===== src/rtl/nibble_ser_pkg.sv =====
`default_nettype none
// ============================================================================
// Module  : nibble_ser_pkg
// Purpose : Shared constants and FSM state type for the nibble serializer.
// Ports   : none (package)
// Rev     : 1.0  initial release
// ============================================================================
package nibble_ser_pkg;

  localparam int unsigned c_default_width = 4;

  localparam logic [1:0] c_st_idle   = 2'd0;
  localparam logic [1:0] c_st_shift  = 2'd1;
  localparam logic [1:0] c_st_parity = 2'd2;
  localparam logic [1:0] c_st_done   = 2'd3;

  typedef enum logic [1:0] {
    IDLE   = c_st_idle,
    SHIFT  = c_st_shift,
    PARITY = c_st_parity,
    DONE   = c_st_done
  } state_t;

endpackage
`default_nettype wire


===== src/rtl/nibble_serializer_tx_if.sv =====
`default_nettype none
// ============================================================================
// Module  : nibble_serializer_tx_if
// Purpose : Load handshake and serial bit stream bundle of the serializer.
// Ports   : ld/dataIn/ready/busy  - parallel load side
//           serOut/serValid/serFirst/serLast/serReady - serial side
//           done - end-of-frame pulse
//           modport slave  : transmitter side
//           modport master : client side (loader + serial consumer)
// Rev     : 1.0  initial release
// ============================================================================
interface nibble_serializer_tx_if #(
  parameter int WIDTH = nibble_ser_pkg::c_default_width
) ();

  logic             ld;
  logic [WIDTH-1:0] dataIn;
  logic             ready;
  logic             busy;
  logic             serOut;
  logic             serValid;
  logic             serFirst;
  logic             serLast;
  logic             serReady;
  logic             done;

  modport slave (
    input  ld, dataIn, serReady,
    output ready, busy, serOut, serValid, serFirst, serLast, done
  );

  modport master (
    output ld, dataIn, serReady,
    input  ready, busy, serOut, serValid, serFirst, serLast, done
  );

endinterface
`default_nettype wire


===== src/rtl/piso_shift_reg.sv =====
`default_nettype none
// ============================================================================
// Module  : piso_shift_reg
// Purpose : Parallel-in serial-out shift register with a fixed output tap.
// Ports   : clk, rst      - clock, synchronous active-high reset
//           i_load        - capture i_data (wins over i_shift)
//           i_shift       - advance one bit towards the tap
//           i_data[WIDTH] - parallel word
//           o_tap         - bit currently at the serial output position
// Rev     : 1.0  initial release
// ============================================================================
module piso_shift_reg #(
  parameter int WIDTH     = 4,
  parameter bit MSB_FIRST = 1'b1
) (
  input  wire logic             clk,
  input  wire logic             rst,
  input  wire logic             i_load,
  input  wire logic             i_shift,
  input  wire logic [WIDTH-1:0] i_data,
  output logic                  o_tap
);

  logic [WIDTH-1:0] r_sr;
  logic [WIDTH-1:0] w_shifted;

  // Zeros are shifted in behind the data so a drained register reads 0.
  generate
    if (MSB_FIRST) begin : g_msb_first
      assign w_shifted = {r_sr[WIDTH-2:0], 1'b0};
      assign o_tap     = r_sr[WIDTH-1];
    end else begin : g_lsb_first
      assign w_shifted = {1'b0, r_sr[WIDTH-1:1]};
      assign o_tap     = r_sr[0];
    end
  endgenerate

  always_ff @(posedge clk) begin
    if (rst) begin
      r_sr <= '0;
    end else if (i_load) begin
      r_sr <= i_data;
    end else if (i_shift) begin
      r_sr <= w_shifted;
    end
  end

endmodule
`default_nettype wire


===== src/rtl/nibble_serializer_tx.sv =====
`default_nettype none
// ============================================================================
// Module  : nibble_serializer_tx
// Purpose : Captures a WIDTH-bit word on ld and streams it out one bit per
//           accepted cycle, optionally followed by an even-parity bit, then
//           pulses done for one cycle.
// Ports   : clk  - rising-edge clock
//           rst  - synchronous active-high reset
//           bus  - nibble_serializer_tx_if.slave (load + serial handshake)
// Rev     : 1.0  initial release
// ============================================================================
module nibble_serializer_tx
  import nibble_ser_pkg::*;
#(
  parameter int WIDTH     = c_default_width,
  parameter bit MSB_FIRST = 1'b1,
  parameter bit PARITY_EN = 1'b1
) (
  input wire logic              clk,
  input wire logic              rst,
  nibble_serializer_tx_if.slave bus
);

  localparam int c_cnt_w = $clog2(WIDTH) + 1;

  state_t             r_state;
  logic [c_cnt_w-1:0] r_cnt;
  logic               r_par;
  logic               r_ready;
  logic               r_busy;
  logic               r_valid;
  logic               r_first;
  logic               r_last;
  logic               r_done;

  logic w_load;
  logic w_shift;
  logic w_tap;
  logic w_last_data;
  logic w_next_last;

  assign w_load      = (r_state == IDLE)  && bus.ld;
  assign w_shift     = (r_state == SHIFT) && bus.serReady;
  assign w_last_data = (r_cnt == c_cnt_w'(WIDTH - 1));
  assign w_next_last = (r_cnt == c_cnt_w'(WIDTH - 2));

  piso_shift_reg #(
    .WIDTH     (WIDTH),
    .MSB_FIRST (MSB_FIRST)
  ) u_piso (
    .clk     (clk),
    .rst     (rst),
    .i_load  (w_load),
    .i_shift (w_shift),
    .i_data  (bus.dataIn),
    .o_tap   (w_tap)
  );

  // Handshake flags are registered alongside the state so they change only
  // on clock edges together with the bit they qualify.
  always_ff @(posedge clk) begin
    if (rst) begin
      r_state <= IDLE;
      r_cnt   <= '0;
      r_par   <= 1'b0;
      r_ready <= 1'b1;
      r_busy  <= 1'b0;
      r_valid <= 1'b0;
      r_first <= 1'b0;
      r_last  <= 1'b0;
      r_done  <= 1'b0;
    end else begin
      r_done <= 1'b0;
      unique case (r_state)
        IDLE: begin
          if (bus.ld) begin
            r_state <= SHIFT;
            r_cnt   <= '0;
            r_par   <= ^bus.dataIn;
            r_ready <= 1'b0;
            r_busy  <= 1'b1;
            r_valid <= 1'b1;
            r_first <= 1'b1;
            r_last  <= 1'b0;
          end
        end
        SHIFT: begin
          if (bus.serReady) begin
            r_cnt   <= r_cnt + c_cnt_w'(1);
            r_first <= 1'b0;
            if (w_last_data) begin
              if (PARITY_EN) begin
                r_state <= PARITY;
                r_last  <= 1'b1;
              end else begin
                r_state <= DONE;
                r_valid <= 1'b0;
                r_last  <= 1'b0;
                r_done  <= 1'b1;
              end
            end else begin
              // Without parity the last data bit closes the frame.
              r_last <= !PARITY_EN && w_next_last;
            end
          end
        end
        PARITY: begin
          if (bus.serReady) begin
            r_state <= DONE;
            r_valid <= 1'b0;
            r_last  <= 1'b0;
            r_done  <= 1'b1;
          end
        end
        DONE: begin
          r_state <= IDLE;
          r_ready <= 1'b1;
          r_busy  <= 1'b0;
        end
        default: r_state <= IDLE;
      endcase
    end
  end

  assign bus.ready    = r_ready;
  assign bus.busy     = r_busy;
  assign bus.serValid = r_valid;
  assign bus.serFirst = r_first;
  assign bus.serLast  = r_last;
  assign bus.done     = r_done;
  assign bus.serOut   = (r_state == SHIFT)  ? w_tap :
                        (r_state == PARITY) ? r_par : 1'b0;

endmodule
`default_nettype wire


===== src/flat_wrapper.sv =====
// flat-port wrapper written by rule: the top's interface ports become plain ports
module nibble_serializer_tx_flat import nibble_ser_pkg::*;
#(
  parameter int WIDTH     = c_default_width,
  parameter bit MSB_FIRST = 1'b1,
  parameter bit PARITY_EN = 1'b1
)
  (clk, rst, bus_ld, bus_dataIn, bus_serReady, bus_ready, bus_busy, bus_serOut, bus_serValid, bus_serFirst, bus_serLast, bus_done);
  nibble_serializer_tx_if #(.WIDTH(WIDTH)) bus_i ();
  input wire logic clk;
  input wire logic rst;
  input wire logic [$bits(bus_i.ld)-1:0] bus_ld;
  input wire logic [$bits(bus_i.dataIn)-1:0] bus_dataIn;
  input wire logic [$bits(bus_i.serReady)-1:0] bus_serReady;
  output wire logic [$bits(bus_i.ready)-1:0] bus_ready;
  output wire logic [$bits(bus_i.busy)-1:0] bus_busy;
  output wire logic [$bits(bus_i.serOut)-1:0] bus_serOut;
  output wire logic [$bits(bus_i.serValid)-1:0] bus_serValid;
  output wire logic [$bits(bus_i.serFirst)-1:0] bus_serFirst;
  output wire logic [$bits(bus_i.serLast)-1:0] bus_serLast;
  output wire logic [$bits(bus_i.done)-1:0] bus_done;
  assign bus_i.ld = bus_ld;
  assign bus_i.dataIn = bus_dataIn;
  assign bus_i.serReady = bus_serReady;
  assign bus_ready = bus_i.ready;
  assign bus_busy = bus_i.busy;
  assign bus_serOut = bus_i.serOut;
  assign bus_serValid = bus_i.serValid;
  assign bus_serFirst = bus_i.serFirst;
  assign bus_serLast = bus_i.serLast;
  assign bus_done = bus_i.done;
  nibble_serializer_tx #(.WIDTH(WIDTH), .MSB_FIRST(MSB_FIRST), .PARITY_EN(PARITY_EN)) u_core (.clk(clk), .rst(rst), .bus(bus_i));
endmodule

===== config.mk =====
export PLATFORM = sky130hd
export DESIGN_NAME = nibble_serializer_tx_flat
export DESIGN_NICKNAME = d
export VERILOG_FILES = /design/src/rtl/nibble_ser_pkg.sv /design/src/rtl/nibble_serializer_tx_if.sv /design/src/rtl/piso_shift_reg.sv /design/src/rtl/nibble_serializer_tx.sv /design/src/flat_wrapper.sv
export SDC_FILE = /design/constraint.sdc
export NUM_CORES = 1
export LEC_CHECK = 0
export BUFFER_PORTS_ARGS = -buffer_cell sky130_fd_sc_hd__buf_2
export CAP_MARGIN = 20
export CORE_UTILIZATION = 57
export DETAILED_ROUTE_END_ITERATION = 12
export PLACE_DENSITY = 0.81
export SLEW_MARGIN = 20
export SYNTH_ARGS = -nofsm -noshare
export SYNTH_HDL_FRONTEND = slang
export SYNTH_HIERARCHICAL = 1
export SYNTH_SLANG_ARGS = --single-unit

===== constraint.sdc =====
create_clock -name clk -period 3.1 [get_ports clk]
set_input_delay 0.775 -clock clk [delete_from_list [all_inputs] [get_ports clk]]
set_output_delay 0.775 -clock clk [all_outputs]
set_load 0.1 [all_outputs]

### Yosys cells after proc, flatten, opt, wreduce, memory -nomap -nowiden

Cells that the tools add are included.

| word-level totals | value |
|---|---|
| register bits | 16 |
| output and inout bits | 7 |

| cells by class | value |
|---|---|
| $add $sub $neg | 1 |
| equality and inequality tests | 8 |
| mux-type cells | 23 |
| bitwise logic cells | 1 |
| reduce and logical (&&, ||, !) cells | 16 |

Operators by type and width:

| operator | number |
|---|---|
| 1-bit 2-to-1 mux | 8 |
| 2-bit 2-to-1 mux | 4 |
| 4-bit 2-to-1 mux | 2 |
| 1-bit one-hot mux with 2 select lines | 4 |
| 2-bit one-hot mux with 4 select lines | 1 |
| 4-bit AND reduction | 2 |
| 2-bit nonzero test | 4 |
| 3-bit 2-to-1 mux | 2 |
| 2-bit inequality test (second input constant) | 3 |
| 3-bit one-hot mux with 2 select lines | 1 |
| 3-bit AND reduction | 2 |
| 2-bit equality test (second input constant) | 2 |
| 2-bit AND reduction | 2 |
| 4-bit XOR reduction | 1 |
| 3-bit by 1-bit adder with 3-bit output (second input constant) | 1 |
| 3-bit by 2-bit equality test with 1-bit output (second input constant) | 1 |
| 1-bit one-hot mux with 3 select lines | 1 |
| 3-bit nonzero test | 1 |
| 2-bit by 1-bit equality test with 1-bit output (second input constant) | 1 |
| 1-bit logical AND | 2 |
| 2-bit zero test | 1 |
| 2-bit by 1-bit inequality test with 1-bit output (second input constant) | 1 |
| 2-bit OR reduction | 1 |
| 1-bit inverter | 1 |

### Depth between registers and ports, before layout

Gate-level depths: netlist of the first run.

| logic depth | value |
|---|---|
| depth after elaboration | 4 |
| mapped depth | 6 |

### Cells and area by module

Netlist of the first run, hierarchy kept.

Modules (own cells, without submodules):

| module | instances | cells an instance | area each (um^2) | seq. area each (um^2) |
|---|---|---|---|---|
| nibble_serializer_tx | 1 | 74 | 670.6 | 240.2 |
| piso_shift_reg | 1 | 17 | 172.7 | 80.1 |

### Worst setup path before layout of the first run

Ideal clock, no wire load.

| timing path | value |
|---|---|
| path kind | register to output |
| from | register u_core.r_state[1] |
| to | output bus_serOut |
| data arrival time | 2.865 ns |
| slack | -0.540 ns |
| cell stages (with the launch flop) | 5 |
| buffers on the path | 1 |
| cell sequence | dfxtp_1 -> inv_1 -> ha_1 -> buf_2 -> o21ai_0 |

| between the ends | value |
|---|---|
| longest elaborated chain between the ends | 3 |

Ends and longest elaborated chain:

| element | RTL line | source |
|---|---|---|
| start, declared | nibble_serializer_tx.sv:26 | `state_t r_state;` |
| start signal, assigned | nibble_serializer_tx.sv:63 | `r_state <= IDLE;` |
| start signal, assigned | nibble_serializer_tx.sv:77 | `r_state <= SHIFT;` |
| start signal, assigned | nibble_serializer_tx.sv:93 | `r_state <= PARITY;` |
| 2-bit equality test | nibble_serializer_tx.sv:132 | `(r_state == PARITY) ? r_par : 1'b0;` |
| 1-bit 2-to-1 mux | nibble_serializer_tx.sv:132 |  |
| 1-bit 2-to-1 mux (*) | nibble_serializer_tx.sv:131 | `assign bus.serOut = (r_state == SHIFT) ? w_tap :` |
| end, declared | flat_wrapper.sv:17 | `output wire logic [$bits(bus_i.serOut)-1:0] bus_serOut;` |

Every way passes the cells marked *; elsewhere a longest branch is shown, timed or not.

### Worst setup path after layout of the first run

Ends and elaborated chain as after synthesis.

==> flow_summary.toml, run 1 <==
[floorplanning]
fp.dieArea_um2 = 1637
rows = 13
initial_core_util = 0.6323
coreArea_um2 = 1334
dieWidth_um = 40.47
ios = 15
dieHeight_um = 40.47

[critical_path]
r2r-start = "u_core/r_state[0]"
r2r_cells = 5
cpPeakStageDelay_ps = 440
r2r_end = "u_core/r_state[0]"
crit_family = "buffers and inverters"
cp-end-kind = "output pin"
arrival_ps = 1690
critPathSlowestCell = "buf_2"
crit_type = "flop to output pin"
cp_cell_sequence = "inv_1 > ha_1 > o21ai_1 > buf_2"
path_max_fanout = 8
worst_ep_required_time_ps = 2320
cp_num_buf_inv = 2
critPathLaunchType = "flop"
r2r_setup_slack_ps = 1320

[sta]
clock_skew_ps = 0.2984
setup_viol = 0
slew_violations = 0
fmax_mhz = 405.5
finalHoldViolations = 0
setup_tns_ps = 0
period_minus_slack_ps = 2466
setup_ws_ps = 633.6
finalCritPeriodShare = 0.7956
maxSlewHeadroom = 0.6255
worst_pin_slew_ps = 560.6
rsz0062_at_grt = "no"

[worst_hold_path]
hold_class = "flop to flop"
hold_depth = 2
holdCritStartpoint = "u_core/bus.serValid"
whs_endpoint = "u_core/bus.serValid"

[cells_and_area]
antennaDiodeCount = 0
final_util = 0.7083
syn2layout_area_growth_pct = 12.02
drive_above_1_share = 0.1887
fin_nets = 122
fin_cells = 121

[global_route]
antenna_found_initial = 0
grt_start_max_net_pins = 14
track_usage = 0.2269
grt.overflow.total = 0
grt_pass1_wl_um = 2490
grt_pass1_vias = 571

[power_and_ir_drop]
irDropWorstVdd_uv = 606.4
p_leak_uw = 0.0004042
p_total_uw = 923.9
p_per_area_nw_per_um2 = 978.1

[clock_network]
clkSinkCount = 16
post_cts_buffers = 0
cts_buffers = 3
cts.clk_slew.worst_paths_ps = 100
cts_max_path_buffers = 2
cts_tree = "built"
cts_resized = 0
insertion_delay_ps = 280
cts-htree-levels = 1
hold_buffers = 0
cts_root_buf = "clkbuf_4"

[yosys]
muxShareOfSynthArea = 0.05935
synth_edf_count = 0
synth_commonest_cells = "dfxtp_1, a21oi_1, nand2_1"
synth_top_cell_by_area = "dfxtp_1"
synth_top_area_frac = 0.3798
syn_nets = 106
synthSimpleGateAreaFrac = 0.1855
async_flop_share = 0
yosys_most_used_dff = "dfxtp_1"
synth-seq-area-share = 0.3798
netlist_instances = 91
synth_compound_area_frac = 0.1899
synth_area_leaders = "dfxtp_1, ha_1, mux2i_1"
ys_seq_elements = 16
ys_types = 32
synth-xor-area-share = 0.03116
synth.avg_cell_area_um2 = 9.267
synth_fa_ha_area_frac = 0.1039
synth_top_family_by_area = "compound AO/OA/AOI/OAI gates"
yosys_warnings = 6
yosys.cell_count.top_type = "dfxtp_1"
synth_area_um2 = 843.3

[detailed_routing]
drc = 0
viasPerCell = 5.727
ant_nets = 0
totalWireLength_um = 1690
firstDrtPassIters = 4
drtIter0Drc = 13
wl_per_cell_um = 13.97
num_vias = 693

[run]
cap_violations = 0

[place]
port_buffers = 14
dp_slack_ps = 971.9
numPlacedInstances = 117
hpwl_um = 1244
globalplace.congestion = 0.8066

[outcome]
status = "completed"
[cells in the final DEF (no fill, tap or decap), types with 2 or more instances in the layout]
cell,count
a211oi_1,4
a21oi_1,8
buf_2,14
clkbuf_4,3
dfxtp_1,16
ha_1,7
inv_1,5
mux2i_1,5
nand2_1,8
nand4b_1,2
nor2_1,3
nor2b_1,5
o21ai_0,5
xor2_1,2
[stage by stage]
step | hold WS, ps | instance area, um2
after floorplan | 446.6 | 843.3
after global placement | 455.2 | 908.4
after detailed placement | 469.8 | 908.4
after CTS | 485.4 | 944.7
after global routing | 503.5 | 944.7
final | 483.2 | 944.7
[cells by family (layout without fill, tap and decap cells)]
| logic type | after synthesis | count (layout) |
|---|---|---|
| buffers and inverters | 8 | 23 |
| adder cells (fa/ha/maj) | 7 | 7 |
| XOR/XNOR | 3 | 3 |
| multiplexers | 5 | 5 |
| AO/OA/AOI/OAI | 24 | 24 |
| AND/OR/NAND/NOR | 28 | 28 |
| flip-flops | 16 | 16 |
[worst reg2reg max path, stage by stage, from the launching register on]
cell     delay, ps
dfxtp_1        370
inv_1          110
ha_1           270
nor2b_1        510
nor3_1         180
o211a_1        240
[worst max path at each step]
stage | start | to | cells after the start
CTS | u_core/r_state[1] | bus_serOut | 4
detailed placement | u_core/r_state[1] | bus_serOut | 4
global placement | u_core/r_state[1] | bus_serOut | 4
finish | u_core/r_state[1] | bus_serOut | 4
global route | u_core/r_state[0] | bus_serOut | 4
floorplan | u_core/r_state[1] | bus_serOut | 4
[area by class of cell]
| type | count | area, um2 |
|---|---|---|
| multi-input combinational | 67 | 480.5 |
| timing repair buffer | 14 | 70.07 |
| inverter | 5 | 18.77 |
| tap | 15 | 18.77 |
| sequential | 16 | 320.3 |
| fill | 118 | 389.1 |
| clock buffer | 4 | 36.28 |
[sequential cells by signal, indices dropped and copies added, names as in the netlist]
name	cells
u_core/bus.serLast	1
u_core/bus.serFirst	1
u_core/r_state	2
u_core/bus.ready	1
u_core/bus.serValid	1
u_core/r_cnt	3
u_core/r_par	1
u_core/bus.busy	1
u_core/u_piso/r_sr	4
u_core/bus.done	1
[metal layers]
layer | vias up | global-route usage | part of all wire
met1 | 327 | 0.2957 | 0.49
met5 | - | 0 | 0
met4 | 0 | 0.1000 | 0.0083
met3 | 2 | 0.03333 | 0.033
li1 | 351 | - | -
met2 | 13 | 0.3651 | 0.47
[power by group]
part / internal, uW / leakage (uW) / switching, uW / total (uW)
clock: 71.4 / 0.0000210 / 67.0 / 138
combinational: 142 / 0.000252 / 349 / 492
sequential: 258 / 0.000132 / 35.7 / 294
total: 472 / 0.000404 / 452 / 924
(Power assumes the default switching activity.)
==> inputs of run 2 (changes only) <==
--- a/config.mk
+++ b/config.mk
@@ -5,11 +5,12 @@
 export SDC_FILE = /design/constraint.sdc
 export NUM_CORES = 1
 export LEC_CHECK = 0
+export ABC_AREA = 1
 export BUFFER_PORTS_ARGS = -buffer_cell sky130_fd_sc_hd__buf_2
 export CAP_MARGIN = 20
-export CORE_UTILIZATION = 57
+export CORE_UTILIZATION = 54
 export DETAILED_ROUTE_END_ITERATION = 12
-export PLACE_DENSITY = 0.81
+export PLACE_DENSITY = 0.76
 export SLEW_MARGIN = 20
 export SYNTH_ARGS = -nofsm -noshare
 export SYNTH_HDL_FRONTEND = slang
==> constraint.sdc (replaced) <==
create_clock -name clk -period 2.6 [get_ports clk]
set_input_delay 0.65 -clock clk [delete_from_list [all_inputs] [get_ports clk]]
set_output_delay 0.65 -clock clk [all_outputs]
set_load 0.1 [all_outputs]
==> run 2 against run 1 <==
Against the previous run:
- final cell count rose by 54%
- worst setup slack got worse by 510 ps
- first-iteration DRC count up 54%
- die area grew 20%
- critical path depth up 1
- wire length increased by 5.9%
- sequential power rose by 26%
- critical path type unchanged
==> flow_summary.toml, run 2 <==
[outcome]
status = "completed"

[floorplanning]
initial_core_util = 0.6083
coreArea_um2 = 1594
dieWidth_um = 44.38
fp.dieArea_um2 = 1969
rows = 14
ios = 15
dieHeight_um = 44.38

[power_and_ir_drop]
p_switching_uw = 738.4
p_per_area_nw_per_um2 = 1253
p_int_uw = 636.2
combPwrFrac = 0.613
irDropWorstVdd_uv = 682.7
power_frac_clock = 0.118
p_total_uw = 1375
p_seq_frac = 0.269
p_sw_frac = 0.5372
p_leak_uw = 0.0006033

[cells_and_area]
fin_nets = 178
regMostFlops = "u_core/u_piso/r_sr"
syn2layout_area_growth_pct = 13.16
multi_input_area_um2 = 539.3
seqCellArea_um2 = 320.3
fillerInstances = 145
most-common-layout-cells = "nand2_1, inv_1, dfxtp_1"
final_util = 0.6884
drive_above_1_share = 0.1728
layout_commonest_cell = "nand2_1"
largestRegisters = "u_core/u_piso/r_sr (4), u_core/r_cnt (3), u_core/r_state (2)"
largest_reg_flops = 4
antennaDiodeCount = 0

[clock_network]
clkSinkCount = 16
cts.clk_slew.worst_paths_ps = 100
cts-htree-levels = 1
hold_buffers = 0
cts_max_path_buffers = 2
cts_tree = "built"
cts_resized = 0
insertion_delay_ps = 280
post_cts_buffers = 0
cts_buffers = 3
cts_root_buf = "clkbuf_4"

[yosys]
ys_seq_elements = 16
ys_types = 20
synth-seq-area-share = 0.3303
syn_nets = 161
netlist_instances = 146
synth_area_leaders = "dfxtp_1, nand2_1, inv_1"
yosys_warnings = 6
synth_top_cell_by_area = "dfxtp_1"
synth_commonest_cells = "nand2_1, inv_1, dfxtp_1"
synth_edf_count = 0
yosys_most_used_dff = "dfxtp_1"
yosys.cell_count.top_type = "nand2_1"
async_flop_share = 0
synth.avg_cell_area_um2 = 6.642
synth_area_um2 = 969.7
synth_top_area_frac = 0.3303

[worst_hold_path]
holdCritStartpoint = "u_core/bus.serValid"
hold_depth = 2
whs_endpoint = "u_core/bus.serValid"
hold_class = "flop to flop"

[detailed_routing]
drc = 0
num_vias = 871
ant_nets = 0
wl_per_cell_um = 9.618
firstDrtPassIters = 4
totalWireLength_um = 1789
drtIter0Drc = 20
viasPerCell = 4.683

[critical_path]
cp-startpoint = "u_core/r_state[1]"
r2r-start = "u_core/r_state[0]"
r2r_end = "u_core/r_state[0]"
path_max_fanout = 8
r2r_cells = 8
worst_ep_required_time_ps = 1950
r2r_setup_slack_ps = 810
cp-end-kind = "output pin"
crit_type = "flop to output pin"
critPathLaunchType = "flop"
arrival_ps = 1830

[place]
globalplace.congestion = 0.8549
port_buffers = 14
hpwl_um = 1387

[sta]
rsz0062_at_grt = "no"
maxSlewHeadroom = 0.6768
clock_skew_ps = 1.934
period_minus_slack_ps = 2479
fmax_mhz = 403.4
slew_violations = 0
setup_viol = 0
finalCritPeriodShare = 0.9535
hold_ws_ps = 464.6
worst_pin_slew_ps = 488.1
finalHoldViolations = 0
setup_tns_ps = 0

[global_route]
grt_start_max_net_pins = 12
grt.overflow.total = 0
grt_pass1_wl_um = 3125
track_usage = 0.2156
antenna_found_initial = 0
grt_pass1_vias = 777

[run]
cap_violations = 0
[run 2: final cells by class]
cell class	instances	share of cell area
tap	24	0.02737
timing repair buffer	14	0.06385
clock buffer	4	0.03307
multi-input combinational	101	0.4914
sequential	16	0.2919
inverter	27	0.09236
[run 2: worst max-delay path, stage by stage, from the launching register on]
cell	delay (ps)
dfxtp_1	350
inv_1	100
ha_1	390
nand2_1	170
o31ai_4	80
buf_2	450
[run 2: kinds of logic after synthesis]
| family | Yosys count | synth area share |
|---|---|---|
| adder cells (fa/ha/maj) | 7 | 0.09032 |
| AND/OR/NAND/NOR | 80 | 0.3471 |
| flip-flops | 16 | 0.3303 |
| buffers and inverters | 29 | 0.1277 |
| AO/OA/AOI/OAI | 14 | 0.1045 |
[run 2: how the worst max path moves through the flow]
stage | to | slack [ps] | cells after the start
after floorplan | bus_serOut | 320 | 4
after global placement | bus_serOut | 480 | 5
after detailed placement | bus_serOut | 420 | 5
after CTS | bus_serOut | 90 | 5
after global routing | bus_serOut | 10 | 5
final | bus_serOut | 120 | 5
[run 2: routing by layer]
| layer | part of all wire | vias to the layer above | track usage |
|---|---|---|---|
| li1 | - | 475 | - |
| met1 | 0.51 | 379 | 0.2864 |
| met2 | 0.45 | 15 | 0.3412 |
| met3 | 0.029 | 2 | 0.02857 |
| met4 | 0.014 | 0 | 0.1091 |
| met5 | 0 | - | 0 |
[run 2: metrics by stage]
step | cell area [um2] | cells | setup slack [ps]
2_1_floorplan | 983.4 | 146 | 321.4
3_3_place_gp | 1061 | 182 | 481.0
3_5_place_dp | 1061 | 182 | 420.4
4_1_cts | 1097 | 186 | 91.41
5_1_grt | 1097 | 186 | 12.30
6_report | 1097 | 186 | 121.0
[run 2: power by group through the flow]
stage / Combinational [uW] / Clock (uW) / Sequential, uW
floorplan: 536 / 0 / 573
global placement: 828 / 0 / 369
detailed placement: 838 / 0 / 375
CTS: 844 / 173 / 370
global route: 937 / 181 / 379
finish: 843 / 163 / 369
